### config.mk
export PLATFORM = sky130hd
export DESIGN_NAME = alu_pipe
export DESIGN_NICKNAME = d
export VERILOG_FILES = /design/src/rtl/alu_pipe_pkg.sv /design/src/rtl/alu_pipe_mul.sv /design/src/rtl/alu_pipe.sv
export SDC_FILE = /design/constraint.sdc
export NUM_CORES = 1
export LEC_CHECK = 0
export BUFFER_PORTS_ARGS = -buffer_cell sky130_fd_sc_hd__buf_2
export CORE_AREA = 2 2 165 167
export DETAILED_ROUTE_END_ITERATION = 8
export DIE_AREA = 0 0 167 169
export HOLD_SLACK_MARGIN = 0.06
export SYNTH_ARGS = -nofsm -noshare
export SYNTH_HDL_FRONTEND = slang
export SYNTH_SLANG_ARGS = --single-unit
### constraint.sdc
create_clock -name clk -period 4.6 [get_ports clk]
set_input_delay 0 -clock clk [delete_from_list [all_inputs] [get_ports clk]]
set_output_delay 0 -clock clk [all_outputs]
set_load 0.05 [all_outputs]
### src/rtl/alu_pipe_pkg.sv
// Shared types for alu_pipe: opcode encoding, result flags and FSM states.
package alu_pipe_pkg;

  typedef enum logic [3:0] {
    OP_EQ   = 4'b0000,
    OP_LT   = 4'b0001,
    OP_LTU  = 4'b0010,
    OP_GT   = 4'b0011,
    OP_GTU  = 4'b0100,
    OP_ADD  = 4'b0101,
    OP_ADD2 = 4'b0110,
    OP_SUB  = 4'b0111,
    OP_SLL  = 4'b1000,
    OP_SRL  = 4'b1001,
    OP_SRA  = 4'b1010,
    OP_OR   = 4'b1011,
    OP_XOR  = 4'b1100,
    OP_AND  = 4'b1101,
    OP_MUL  = 4'b1110,
    OP_ILL  = 4'b1111
  } alu_op_e;

  typedef struct packed {
    logic zero;
    logic ovf;
    logic neg;
    logic carry;
    logic err;
  } alu_flags_t;

  typedef enum logic {
    ST_IDLE = 1'b0,
    ST_MUL  = 1'b1
  } alu_state_e;

endpackage

### src/rtl/alu_pipe_mul.sv
// Iterative shift-add unsigned multiplier, one partial-product bit per cycle.
// Exists only when ALU_PIPE_MUL_EN is defined.
`ifdef ALU_PIPE_MUL_EN
module alu_pipe_mul
  import alu_pipe_pkg::*;
#(
  parameter int WIDTH = 32
) (
  input  logic             clk,
  input  logic             rst_n,
  input  logic             start,
  input  logic [WIDTH-1:0] a,
  input  logic [WIDTH-1:0] b,
  output logic             done,
  output logic [WIDTH-1:0] prod_lo,
  output logic             prod_hi_nz
);

  localparam int SHW = $clog2(WIDTH);

  logic [2*WIDTH-1:0] acc;
  logic [WIDTH-1:0]   mcand;
  logic [SHW-1:0]     cnt;
  logic               busy;
  logic [WIDTH:0]     sum;

  // The multiplier sits in the low half of acc and is consumed LSB-first
  // while the partial product grows into the high half.
  assign sum = {1'b0, acc[2*WIDTH-1:WIDTH]} + {1'b0, (acc[0] ? mcand : {WIDTH{1'b0}})};

  always_ff @(posedge clk or negedge rst_n) begin
    if (!rst_n) begin
      acc   <= '0;
      mcand <= '0;
      cnt   <= '0;
      busy  <= 1'b0;
      done  <= 1'b0;
    end else begin
      done <= 1'b0;
      if (start) begin
        acc   <= {{WIDTH{1'b0}}, b};
        mcand <= a;
        cnt   <= '0;
        busy  <= 1'b1;
      end else if (busy) begin
        acc <= {sum, acc[WIDTH-1:1]};
        cnt <= cnt + 1'b1;
        if (cnt == SHW'(WIDTH - 1)) begin
          busy <= 1'b0;
          done <= 1'b1;
        end
      end
    end
  end

  assign prod_lo    = acc[WIDTH-1:0];
  assign prod_hi_nz = |acc[2*WIDTH-1:WIDTH];

endmodule
`endif

### src/rtl/alu_pipe.sv
// Handshaked ALU with a registered result/flags stage.
// Define ALU_PIPE_MUL_EN to add the iterative unsigned multiply (opcode 1110).
module alu_pipe
  import alu_pipe_pkg::*;
#(
  parameter int WIDTH = 32
) (
  input  logic             clk,
  input  logic             rst_n,
  input  logic             in_valid,
  output logic             in_ready,
  input  logic [3:0]       in_op,
  input  logic [WIDTH-1:0] in_a,
  input  logic [WIDTH-1:0] in_b,
  input  logic             in_cin,
  output logic             out_valid,
  input  logic             out_ready,
  output logic [WIDTH-1:0] out_res,
  output logic             out_zero,
  output logic             out_ovf,
  output logic             out_neg,
  output logic             out_carry,
  output logic             out_err
);

  localparam int SHW = $clog2(WIDTH);
  localparam int MSB = WIDTH - 1;

  alu_op_e          op;
  logic [SHW-1:0]   shamt;
  logic [WIDTH:0]   sum;
  logic [WIDTH-1:0] alu_res;
  alu_flags_t       alu_flags;
  logic [WIDTH-1:0] res_q;
  alu_flags_t       flags_q;
  alu_state_e       state;
  logic             accept;
  logic             is_mul;

  assign op     = alu_op_e'(in_op);
  assign shamt  = in_b[SHW-1:0];
  assign accept = in_valid && in_ready;

  always_comb begin
    alu_res   = '0;
    alu_flags = '0;
    sum       = '0;
    case (op)
      OP_EQ:  alu_flags.zero = (in_a == in_b);
      OP_LT:  alu_flags.zero = ($signed(in_a) < $signed(in_b));
      OP_LTU: alu_flags.zero = (in_a < in_b);
      OP_GT:  alu_flags.zero = ($signed(in_a) > $signed(in_b));
      OP_GTU: alu_flags.zero = (in_a > in_b);
      OP_ADD, OP_ADD2: begin
        sum             = {1'b0, in_a} + {1'b0, in_b} + {{WIDTH{1'b0}}, in_cin};
        alu_res         = sum[WIDTH-1:0];
        alu_flags.carry = sum[WIDTH];
        alu_flags.ovf   = (in_a[MSB] == in_b[MSB]) && (alu_res[MSB] != in_a[MSB]);
      end
      OP_SUB: begin
        sum             = {1'b0, in_a} + {1'b0, ~in_b} + {{WIDTH{1'b0}}, 1'b1};
        alu_res         = sum[WIDTH-1:0];
        alu_flags.carry = sum[WIDTH];
        alu_flags.ovf   = (in_a[MSB] != in_b[MSB]) && (alu_res[MSB] != in_a[MSB]);
      end
      OP_SLL: alu_res = in_a << shamt;
      OP_SRL: alu_res = in_a >> shamt;
      OP_SRA: alu_res = $signed(in_a) >>> shamt;
      OP_OR:  alu_res = in_a | in_b;
      OP_XOR: alu_res = in_a ^ in_b;
      OP_AND: alu_res = in_a & in_b;
`ifdef ALU_PIPE_MUL_EN
      OP_MUL: alu_res = '0;
`endif
      default: alu_flags.err = 1'b1;
    endcase
    alu_flags.neg = alu_res[MSB];
  end

`ifdef ALU_PIPE_MUL_EN
  logic             mul_done;
  logic [WIDTH-1:0] mul_lo;
  logic             mul_hi_nz;
  alu_flags_t       mul_flags;

  assign is_mul = (op == OP_MUL);

  alu_pipe_mul #(.WIDTH(WIDTH)) u_mul (
    .clk        (clk),
    .rst_n      (rst_n),
    .start      (accept && is_mul),
    .a          (in_a),
    .b          (in_b),
    .done       (mul_done),
    .prod_lo    (mul_lo),
    .prod_hi_nz (mul_hi_nz)
  );

  always_comb begin
    mul_flags       = '0;
    mul_flags.neg   = mul_lo[MSB];
    mul_flags.carry = mul_hi_nz;
  end
`else
  assign is_mul = 1'b0;
`endif

  // A consumed result drops out_valid unless a new result loads on the same
  // edge; MUL results load from the multiplier once it reports done.
  always_ff @(posedge clk or negedge rst_n) begin
    if (!rst_n) begin
      state     <= ST_IDLE;
      out_valid <= 1'b0;
      res_q     <= '0;
      flags_q   <= '0;
    end else begin
      if (out_valid && out_ready)
        out_valid <= 1'b0;
      case (state)
        ST_IDLE: begin
          if (accept && !is_mul) begin
            out_valid <= 1'b1;
            res_q     <= alu_res;
            flags_q   <= alu_flags;
          end
`ifdef ALU_PIPE_MUL_EN
          else if (accept)
            state <= ST_MUL;
`endif
        end
`ifdef ALU_PIPE_MUL_EN
        ST_MUL: begin
          if (mul_done) begin
            out_valid <= 1'b1;
            res_q     <= mul_lo;
            flags_q   <= mul_flags;
            state     <= ST_IDLE;
          end
        end
`endif
        default: state <= ST_IDLE;
      endcase
    end
  end

  assign in_ready  = (state == ST_IDLE) && (!out_valid || out_ready);
  assign out_res   = res_q;
  assign out_zero  = flags_q.zero;
  assign out_ovf   = flags_q.ovf;
  assign out_neg   = flags_q.neg;
  assign out_carry = flags_q.carry;
  assign out_err   = flags_q.err;

endmodule

* Word-level counts from Yosys, hierarchy flattened
Index checks and enable logic that the tools add are counted.
** Storage, ports and cells
- Bits in registers :: 38
- Bits of input ports :: 73
- Output and inout bits :: 39
- Word-level logic and storage cells :: 57
** Operators by class
- $add $sub $neg :: 4
- $lt $le $gt $ge :: 4
- Eq/ne operators :: 18
- Shift operators :: 3
- Mux-type cells :: 7
- Bitwise logic cells :: 4
- Reduce and logical (&&, ||, !) cells :: 10
** Operators with widths (count)
- $pmux W32 S8 :: 1
- $add A32 B32 Y33 :: 2
- $gt A32 B32 Y1 :: 2
- $lt A32 B32 Y1 :: 2
- $add A33 B1 Y33 :: 1
- $add A33 B1 Y33 const B :: 1
- $and A32 B32 Y32 :: 1
- $eq A32 B32 Y1 :: 1
- $not A32 Y32 :: 1
- $or A32 B32 Y32 :: 1
- $shl A32 B5 Y32 :: 1
- $shr A32 B5 Y32 :: 1
- $sshr A32 B5 Y32 :: 1
- $xor A32 B32 Y32 :: 1
- $eq A4 B4 Y1 const B :: 6
- $eq A4 B3 Y1 const B :: 4
- $reduce_or A14 Y1 :: 1
- $eq A4 B2 Y1 const B :: 2
- $pmux W1 S5 :: 1
- $eq A4 B1 Y1 const B :: 1
- $logic_and A1 B1 Y1 :: 4
- $logic_not A4 Y1 :: 1
- $pmux W1 S2 :: 2
- $mux W1 :: 3
- other kinds (6) :: 8

* Longest topological paths before layout
Gate-level depths: netlist of run 1.
- Depth in word-level cells :: 6
- Depth in mapped cells :: 15
- Depth with buffers taken out :: 13

* Worst setup path after synthesis of run 1
Ideal clock, no wire load.
- Path kind :: input-to-reg
- From :: input in_b[1]
- To :: register res_q[19], in the netlist out_res[19]
- Library setup time :: 0.126 ns
- Arrival time :: 4.095 ns
- Required time :: 4.474 ns
- Slack :: 0.378 ns
- Cell stages on the path :: 15
- Buffers on the path :: 4
- Cells stage by stage :: buf_2 > inv_2 > buf_2 > buf_1 > clkbuf_1 > ha_1 > o21ba_1 > a2111oi_4 > o41ai_1 > or4b_4 > o211a_2 > a2111oi_4 > o22ai_1 > a2bb2oi_1 > a221o_1
** On the way
- Word-level cells in the longest chain between the ends :: 4
- Elaborated cells on any way between the ends :: 9
- Classes of those cells :: 4 x add/sub; 3 x shift; 1 x mux; 1 x bitwise
** Ends and longest elaborated chain
- from (decl) :: line alu_pipe.sv:14 : input logic [WIDTH-1:0] in_b,
- $not A32 Y32 :: line alu_pipe.sv:61 : sum = {1'b0, in_a} + {1'b0, ~in_b} + {{WIDTH{1'b0}}, 1'b1};
- $add A32 B32 Y33 :: line alu_pipe.sv:61
- $add A33 B1 Y33 :: line alu_pipe.sv:61
- $pmux W32 S8 * :: line alu_pipe.sv:48 : case (op)
- to (signal assigned) :: line alu_pipe.sv:123 : res_q <= alu_res;
- to (decl) :: line alu_pipe.sv:34 : logic [WIDTH-1:0] res_q;
Mark *: on every way between the ends. The rest lies on a longest branch, timed or not.
A chain may end at the register's enable or synchronous reset.

* Worst setup path after layout of run 1
- From :: input in_a[17]
- To :: register flags_q, in the netlist out_ovf
** On the way
- Word-level cells in the longest chain between the ends :: 5
- Elaborated cells on any way between the ends :: 9
- Classes of those cells :: 4 x add/sub; 2 x eq/ne; 1 x mux; 2 x reduce/logical
** Ends and longest elaborated chain
- from (decl) :: line alu_pipe.sv:13 : input logic [WIDTH-1:0] in_a,
- $add A32 B32 Y33, on equally long branches :: line alu_pipe.sv:61, alu_pipe.sv:55
- $add A33 B1 Y33, on equally long branches :: line alu_pipe.sv:61, alu_pipe.sv:55
- $ne A1 B1 Y1, on equally long branches :: line alu_pipe.sv:64, alu_pipe.sv:58
- $logic_and A1 B1 Y1, on equally long branches :: line alu_pipe.sv:64, alu_pipe.sv:58
- $pmux W1 S2 * :: line alu_pipe.sv:48
- to (signal assigned) :: line alu_pipe.sv:124 : flags_q <= alu_flags;
- to (decl) :: line alu_pipe.sv:35 : alu_flags_t flags_q;
Marks and branches as above.

==> results of run 1 <==
## worst min path at each step
stage | from | endpoint | cells past startpoint
finish | in_op[2] | out_zero$_DFFE_PN0P_ | 3
global route | in_op[2] | out_zero$_DFFE_PN0P_ | 3
CTS | in_op[2] | out_zero$_DFFE_PN0P_ | 3
detailed placement | rst_n | out_res[23]$_DFFE_PN0P_ | 1
global placement | rst_n | out_res[25]$_DFFE_PN0P_ | 1
floorplan | rst_n | out_carry$_DFFE_PN0P_ | 0
## registers in the layout, indices dropped and copies added, names as in the netlist
signal     flops
out_ovf        1
out_zero       1
out_res       32
out_err        1
out_valid      1
out_carry      1
## final cells by class
class,instances,area [um2]
Clock inverter,3,65.06
Fill cell,2823,15080
Tap cell,341,426.7
Multi-Input combinational cell,1231,8692
Timing Repair Buffer,142,810.8
Clock buffer,5,125.1
Sequential cell,37,925.9
Inverter,100,375.4
## through the flow
stage	hold WS [ps]	std cells	util, %
floorplan	-295.6	1489	-
global placement	203.9	1848	42.27
CTS	208.5	1859	43.10
global route	239.4	1859	43.10
finish	211.9	1859	43.10
detailed placement	206.2	1848	42.27
## cells by family after synthesis
| family | count (synthesis) | share of synthesized area, % |
|---|---|---|
| flip-flops | 37 | 8.860 |
| multiplexers | 120 | 14.09 |
| buffers and inverters | 221 | 8.154 |
| AND/OR/NAND/NOR | 464 | 20.26 |
| AO/OA/AOI/OAI | 534 | 35.14 |
| XOR/XNOR | 7 | 0.5867 |
| adder cells (fa/ha/maj) | 106 | 12.91 |
## timing repair
| item | in CTS | in global routing |
|---|---|---|
| hold buffers | 3 | 0 |
| gates resized for setup | 0 | 0 |
| endpoints found under the setup margin | 0 | 0 |
| hold endpoints to repair | 38 | 0 |
## routing by layer
layer	global-route usage [%]	up-vias	part of all wire, %
li1	-	5617	-
met1	50.69	6141	43
met2	52.25	764	42
met3	7.529	119	11
met4	11.69	8	3.6
met5	0	-	0.099
## critical path: stages
cell	delay, ps
buf_2	210
inv_1	90
ha_1	620
nand4_1	400
or3_1	480
a2111oi_0	650
o2111ai_1	290
o2bb2ai_1	270
or2_2	330
a221oi_1	290
o31ai_1	110
## power by group
group | leakage [nW] | internal (W) | switching, W
registers | 0.492 | 0.000366 | 0.0000269
logic | 4.54 | 0.000472 | 0.00105
clock network | 0.0938 | 0.000311 | 0.000173
total | 5.13 | 0.00115 | 0.00125
## synth_stat cells (all sizes together) (22+ instances only)
cell	count	area share (%)
a21oi	133	6.4
mux2	27	2.9
inv	100	3.6
a211oi	29	2.1
dfrtp	37	8.9
buf	27	1.2
nand3	32	1.5
nor3	32	1.5
o21ai	106	5.1
clkbuf	94	3.4
o211ai	22	1.6
nand2	139	5.0
a221oi	26	2.2
mux2i	74	7.1
nor2	159	5.7
ha	103	12
==> results.ini, run 1 <==
[floorplan]
row_count=60
die_area_um2=28220
dieHeight_um=169
ios=112
initial_core_util_pct=39.43
core_um2=26500
die_w_um=167

[logic_synthesis]
syn-cell-area_um2=10450
synth.distinct_cells=83
async_reset_ff_share_pct=100.0
syn_inst=1489
avgSynthCellArea_um2=7.018
synth_seq_cells=37
syn_nets=1668
synth-edff-count=0
ys.flop_type=dfrtp_1
yosys_warnings=0
yosysSeqAreaShare_pct=8.860

[power]
p_leak_nw=5.131
vdd_ir_drop_max_mv=0.1966
power_density_nw_per_um2=210.3
power_w=0.002402

[routing]
routed_wl_um=51710
drtAntennaViolNets=0
drt_iter0_drc=1847
drc=0
first_pass_iters=5
viasPerCell=6.804
via_count=12649
wl_per_cell_um=27.82

[timing]
setup_tns_ps=0
clock.fmax_ghz=0.2783
layout_setup_ws_ps=1007
slew_viol_final=0
max-slew-margin-rel_pct=26.18
clock_skew_ps=14.26
tightest_slew_ps=1096
fin_crit_ps=3593
hold_viol=0
rsz0062_at_grt=no
period_share_pct=78.12
setup_viol=0

[placement]
post_dp_cell_area_um2=11200
dp_hpwl_um=39640
pre_cts_ws_ps=856.0
io_buffers=111
gp_congestion=1.046

[setup_path]
worstReg2RegEnd=out_res[25]$_DFFE_PN0P_
path_max_fanout=12
reg2reg_depth=7
critPathCaptureType=flip-flop
start_kind=input port
ff2ff_setup_slack_ps=1850
endpoint=out_ovf$_DFFE_PN0P_
crit_path_start=in_a[17]
r2r-start=out_valid$_DFFE_PN0P_
cp.required_ps=4760
arrival_ps=3760
crit_type=in -> reg

[global_routing]
grt_pass1_vias=11466
antenna_found_initial=4
grt_pass1_wl_um=75780
grt_overflow_total=0
grt_util_all_layers_pct=35.31
grt_max_degree=85

[cts]
htreeDepth=2
clk_latency_ps=300
root_buffer=clkbuf_16
path_clk_slew_ps=70
cts.path.max_buffers=2
tritoncts=yes
cts_buffers=5
post-cts-setup-buffers=0
cts_sinks=37

[layout]
final_cell_mix=159 x nor2_1, 138 x nand2_1, 133 x a21oi_1
num-nets-final=1696
layout-drive-gt1-share_pct=14.10
area_delta_synth_final_pct=9.292
diodes=0
design_area_um2=11420
layout_commonest_cell=nor2_1

[run_status]
status=finished, final reports clean

[run]
drv_cap=0

[worst_hold_path]
hold_class=in -> reg

Power figures use the tool's default switching activity.
==> inputs of run 2 (changes only) <==
- clock period: 4.6 -> 3.2 ns (I/O delays scaled with it)
==> run 2 against run 1 <==
Net effect:
- via count increased by 4.1%
- core utilization is 4.2 points higher
- worst hold slack worse by 21 ps
- critical endpoint unchanged
- highest routed layer is now met4
==> results.ini, run 2 (synthesis results as in run 1) <==
[cts]
cts_buffers=5  ; unchanged
tritoncts=yes
clk_latency_ps=290  ; about the same
path_clk_slew_ps=70  ; about the same
htreeDepth=2  ; unchanged
post_cts_resized=0  ; unchanged
root_buffer=clkbuf_16
cts_sinks=37  ; unchanged
cts.path.max_buffers=2  ; unchanged

[timing]
hold_viol=0  ; unchanged
clock.fmax_ghz=0.3373
setup_tns_ps=0  ; unchanged
clock_skew_ps=7.587  ; -6.678 ps
layout_setup_ws_ps=235.1  ; -771.6 ps
max-slew-margin-rel_pct=30.33  ; +4.1 points
rsz0062_at_grt=no
period_share_pct=92.65
hold_ws_ps=190.8  ; -21.10 ps
fin_crit_ps=2965
setup_viol=0  ; unchanged
slew_viol_final=0  ; unchanged
tightest_slew_ps=1039  ; -56.32 ps

[run_status]
status=finished, final reports clean

[power]
p_leak_nw=5.806  ; +13%
vdd_ir_drop_max_mv=0.2488  ; +27%
power_density_nw_per_um2=293.2  ; +39%

[placement]
gp_congestion=1.069  ; +2.2%
io_buffers=111  ; unchanged
dp_hpwl_um=42700  ; +7.7%
pre_cts_ws_ps=-104.4  ; -960.4 ps

[layout]
largest_reg_flops=32  ; unchanged
area_delta_synth_final_pct=19.83
fillCellCount=2783  ; -1.4%
fin_util_pct=47.25  ; +4.2 points
layout_commonest_cell=buf_4
final_cell_mix=165 x buf_4, 159 x nor2_1, 138 x nand2_1
layout-drive-gt1-share_pct=21.44  ; +7.3 points
num-nets-final=1834  ; +8.1%

[routing]
via_count=13170  ; +4.1%
wl_per_cell_um=26.81  ; -3.6%
drt_iter0_drc=1922  ; +4.1%
drtAntennaViolNets=0  ; unchanged
first_pass_iters=6  ; +1
routed_wl_um=53570  ; +3.6%
viasPerCell=6.592  ; -3.1%
drc=0  ; unchanged

[global_routing]
grt_max_degree=75  ; -12%
grt_overflow_total=0  ; unchanged
grt_util_all_layers_pct=36.64  ; +1.3 points
grt_pass1_vias=12254  ; +6.9%
grt_pass1_wl_um=78930  ; +4.2%
antenna_found_initial=1  ; -3

[setup_path]
start_kind=input port
reg2reg_depth=10  ; +3
cp.required_ps=3370  ; -1390 ps
path_max_fanout=9  ; -3
r2r-start=out_valid$_DFFE_PN0P_
crit_path_start=in_b[3]
critPathCaptureType=flip-flop
ff2ff_setup_slack_ps=500  ; -1350 ps
arrival_ps=3130  ; -630 ps
worstReg2RegEnd=out_res[30]$_DFFE_PN0P_
crit_type=in -> reg

[worst_hold_path]
worstHoldPathCells=3  ; unchanged
hold_class=in -> reg
hp-start=in_op[2]
min_to=out_zero$_DFFE_PN0P_

[floorplan]
initial_core_util_pct=39.43  ; unchanged
die_w_um=167  ; unchanged
die_area_um2=28220  ; unchanged
row_count=60  ; unchanged
core_um2=26500  ; unchanged
ios=112  ; unchanged
dieHeight_um=169  ; unchanged

[run]
drv_cap=0  ; unchanged

-- run 2: changes by cell type in the layout (fill, tap and decap cells not counted), sizes merged --
cell,before,now
buf,139,277
diode,0,1
-- run 2: what timing repair did --
action                                 in CTS  in global routing
endpoints found under the hold margin      38                  0
buffers inserted                            0                  2
setup endpoints to repair                   0                  3
hold buffers                                3                  0
-- run 2: metrics by stage --
stage	cells	total power [W]	area, um2
after global placement	1984	0.002909	12280
after floorplan	1489	0.002008	10600
final	1998	0.003671	12520
after detailed placement	1984	0.002903	12280
after CTS	1995	0.003592	12500
after global routing	1997	0.003833	12520
-- run 2: final cells by class --
class | instances | area (um2) | share of cell area, %
sequential | 37 | 925.9 | 7.394
clock inverter | 3 | 65.06 | 0.5196
tap | 341 | 426.7 | 3.407
inverter | 100 | 382.9 | 3.058
multi-input combinational | 1231 | 8735 | 69.75
antenna | 1 | 2.502 | 0.01998
timing repair buffer | 280 | 1859 | 14.85
clock buffer | 5 | 125.1 | 0.9992
-- run 2: where the power goes --
| group | leakage, nW | switching [W] | internal [W] |
|---|---|---|---|
| Combinational | 5.22 | 0.00158 | 0.000845 |
| Sequential | 0.492 | 0.0000393 | 0.000527 |
| Clock | 0.0938 | 0.000231 | 0.000446 |
| Total | 5.81 | 0.00185 | 0.00182 |
-- run 2: worst max-delay path, stage by stage --
cell	delay, ps
buf_2	100
inv_1	60
ha_1	520
nand2_1	160
or3_1	440
a2111oi_0	440
buf_4	220
o2111ai_1	200
o2bb2ai_1	270
or2_2	340
a221oi_1	280
o31ai_1	100
-- run 2: worst max path at each step --
| stage | slack (ps) | to | depth (start not counted) |
|---|---|---|---|
| after floorplan | -70 | out_ovf$_DFFE_PN0P_ | 15 |
| after global placement | -40 | out_res[26]$_DFFE_PN0P_ | 13 |
| after detailed placement | -100 | out_res[26]$_DFFE_PN0P_ | 13 |
| after CTS | 200 | out_res[26]$_DFFE_PN0P_ | 13 |
| after global routing | 80 | out_ovf$_DFFE_PN0P_ | 12 |
| final | 240 | out_ovf$_DFFE_PN0P_ | 12 |
-- run 2: layer usage --
metal | wire length [um] | global-route usage (%) | vias up
li1 | - | - | 5907
met5 | 0 | 0 | -
met4 | 1426 | 10.04 | 0
met2 | 22050 | 53.32 | 815
met1 | 23670 | 53.90 | 6362
met3 | 6423 | 8.207 | 86
==> inputs of run 3 (changes only) <==
- PLACE_DENSITY: default -> 0.61
- REMOVE_ABC_BUFFERS: default -> 1
==> run 3 against run 2 <==
Net effect:
- core utilization fell by 0.26 points
- power fell by 5.2%
- combinational power fell by 3%
- clock-buffer cell count rose by 2
- worst hold slack got worse by 60 ps
- critical path depth rose by 1
- cell count rose by 0.20%
- critical endpoint is now out_res[26]$_DFFE_PN0P_
- largest cell class unchanged
==> results.ini, run 3 (synthesis results as in run 1) <==
[run_status]
status=finished, final reports clean

[setup_path]
arrival_ps=3240  ; +110 ps
critPathCaptureType=flip-flop
cp.required_ps=3410  ; +40 ps
ff2ff_setup_slack_ps=730  ; +230 ps
reg2reg_depth=9  ; -1
crit_type=in -> reg
worstReg2RegEnd=out_res[31]$_DFFE_PN0P_
endpoint=out_res[26]$_DFFE_PN0P_
start_kind=input port
r2r-start=out_valid$_DFFE_PN0P_
path_max_fanout=7  ; -2
crit_path_start=in_b[4]

[placement]
gp_congestion=1.041  ; -2.6%
pre_cts_ws_ps=-110.4  ; -6.017 ps
io_buffers=111  ; unchanged
dp_hpwl_um=40020  ; -6.3%

[cts]
cts_buffers=5  ; unchanged
cts.path.max_buffers=2  ; unchanged
clk_latency_ps=310  ; +20 ps
post-cts-setup-buffers=0  ; unchanged
root_buffer=clkbuf_16
path_clk_slew_ps=80  ; about the same
htreeDepth=2  ; unchanged
tritoncts=yes
cts_sinks=37  ; unchanged

[floorplan]
dieHeight_um=169  ; unchanged
row_count=60  ; unchanged
ios=112  ; unchanged
core_um2=26500  ; unchanged
initial_core_util_pct=39.43  ; unchanged
die_area_um2=28220  ; unchanged
die_w_um=167  ; unchanged

[power]
power_density_nw_per_um2=279.6  ; -4.7%
p_leak_nw=5.783  ; -0.40%
vdd_ir_drop_max_mv=0.2291  ; -7.9%
internal_power_w=0.001672  ; -8.1%
swShare_pct=51.99  ; +1.5 points
p_sw_w=0.001810  ; -2.4%
p_comb_share_pct=67.9  ; +1.8 points
seqPwrFrac_pct=16.2  ; +0.8 points
pwr-share-clk_pct=15.9  ; -2.6 points

[layout]
multiInputGateArea_um2=8693  ; -0.47%
area_delta_synth_final_pct=19.17
layout_commonest_cell=buf_4
layout-drive-gt1-share_pct=21.17  ; -0.27 points
final_cell_mix=168 x buf_4, 159 x nor2_1, 138 x nand2_1
largest_reg_flops=32  ; unchanged
fillCellCount=2741  ; -1.5%
regArea_um2=925.9  ; unchanged
num-nets-final=1837  ; +0.16%

[routing]
via_count=13212  ; +0.32%
drtAntennaViolNets=0  ; unchanged
drc=0  ; unchanged
viasPerCell=6.599  ; +0.12%
wl_per_cell_um=25.45  ; -5.1%
routed_wl_um=50940  ; -4.9%
drt_iter0_drc=1927  ; +0.26%
first_pass_iters=8  ; +2

[global_routing]
grt_pass1_wl_um=76300  ; -3.3%
antenna_found_initial=2  ; +1
grt_pass1_vias=12244  ; -0.082%
grt_util_all_layers_pct=35.05  ; -1.6 points
grt_max_degree=87  ; +16%
grt_overflow_total=0  ; unchanged

[timing]
layout_setup_ws_ps=167.3  ; -67.79 ps
hold_viol=0  ; unchanged
period_share_pct=94.77  ; +2.1 points
clock.fmax_ghz=0.3297  ; -2.2%
setup_tns_ps=0  ; unchanged
slew_viol_final=0  ; unchanged
tightest_slew_ps=1066  ; +26.16 ps
rsz0062_at_grt=no
max-slew-margin-rel_pct=28.96  ; -1.4 points
clock_skew_ps=15.71  ; +8.128 ps
setup_viol=0  ; unchanged
fin_crit_ps=3033  ; +67.79 ps

[run]
drv_cap=0  ; unchanged

[worst_hold_path]
hold_class=in -> reg

==> run 3: final cells by class <==
| type | count | share of cell area, % |
|---|---|---|
| diodes | 3 | 0.06028 |
| repair buffers | 283 | 15.11 |
| flip-flops and latches | 37 | 7.435 |
| clock buffers | 7 | 1.145 |
| inverters | 100 | 3.014 |
| well taps | 341 | 3.426 |
| multi-input cells | 1231 | 69.81 |
==> run 3: timing repair <==
action,in CTS,in global routing
endpoints found under the hold margin,38,0
resized for setup,0,3
endpoints found under the setup margin,0,3
hold buffers,3,0
==> run 3: how the worst min path moves through the flow <==
stage	slack (ps)	end	from	cells past startpoint
floorplan	-300	out_carry$_DFFE_PN0P_	rst_n	0
global placement	220	out_valid$_DFFE_PN0P_	in_valid	2
detailed placement	230	out_valid$_DFFE_PN0P_	in_valid	2
CTS	120	out_zero$_DFFE_PN0P_	in_op[2]	3
global route	160	out_zero$_DFFE_PN0P_	in_op[2]	3
finish	130	out_zero$_DFFE_PN0P_	in_op[2]	3
==> run 3: worst max-delay path, cell delays in order <==
cell	delay, ps
buf_2	110
inv_1	70
ha_1	380
or4_1	420
a211oi_1	340
o311a_1	230
nor3_1	60
buf_4	190
o211ai_1	520
and2_1	230
o21ai_0	80
a311o_1	360
a32o_1	250
==> run 3: metrics by stage <==
stage	utilization (%)	cell area [um2]	cells	total power, W	hold WS [ps]
2_1_floorplan	-	9973	1368	0.001898	-295.6
3_3_place_gp	46.28	12260	1989	0.002842	224.0
3_5_place_dp	46.28	12260	1989	0.002847	226.9
4_1_cts	46.93	12440	1999	0.003415	121.4
5_1_grt	46.96	12450	1999	0.003653	157.5
6_report	46.99	12450	2002	0.003481	131.0
==> run 3: power groups by stage <==
stage / clock network, W / logic, W / registers, W
2_1_floorplan: 0 / 0.00112 / 0.000782
3_3_place_gp: 0 / 0.00227 / 0.000571
3_5_place_dp: 0 / 0.00227 / 0.000573
4_1_cts: 0.000560 / 0.00229 / 0.000564
5_1_grt: 0.000573 / 0.00251 / 0.000572
6_report: 0.000553 / 0.00236 / 0.000565
==> run 3: layer usage <==
layer  vias to the layer above  routed length [um]  track usage (%)
li1                       5903                   -                -
met1                      6246               21080            47.60
met2                       925               21690            53.39
met3                       138                6166            9.399
met4                         0                2011            12.52
met5                         -                   0                0
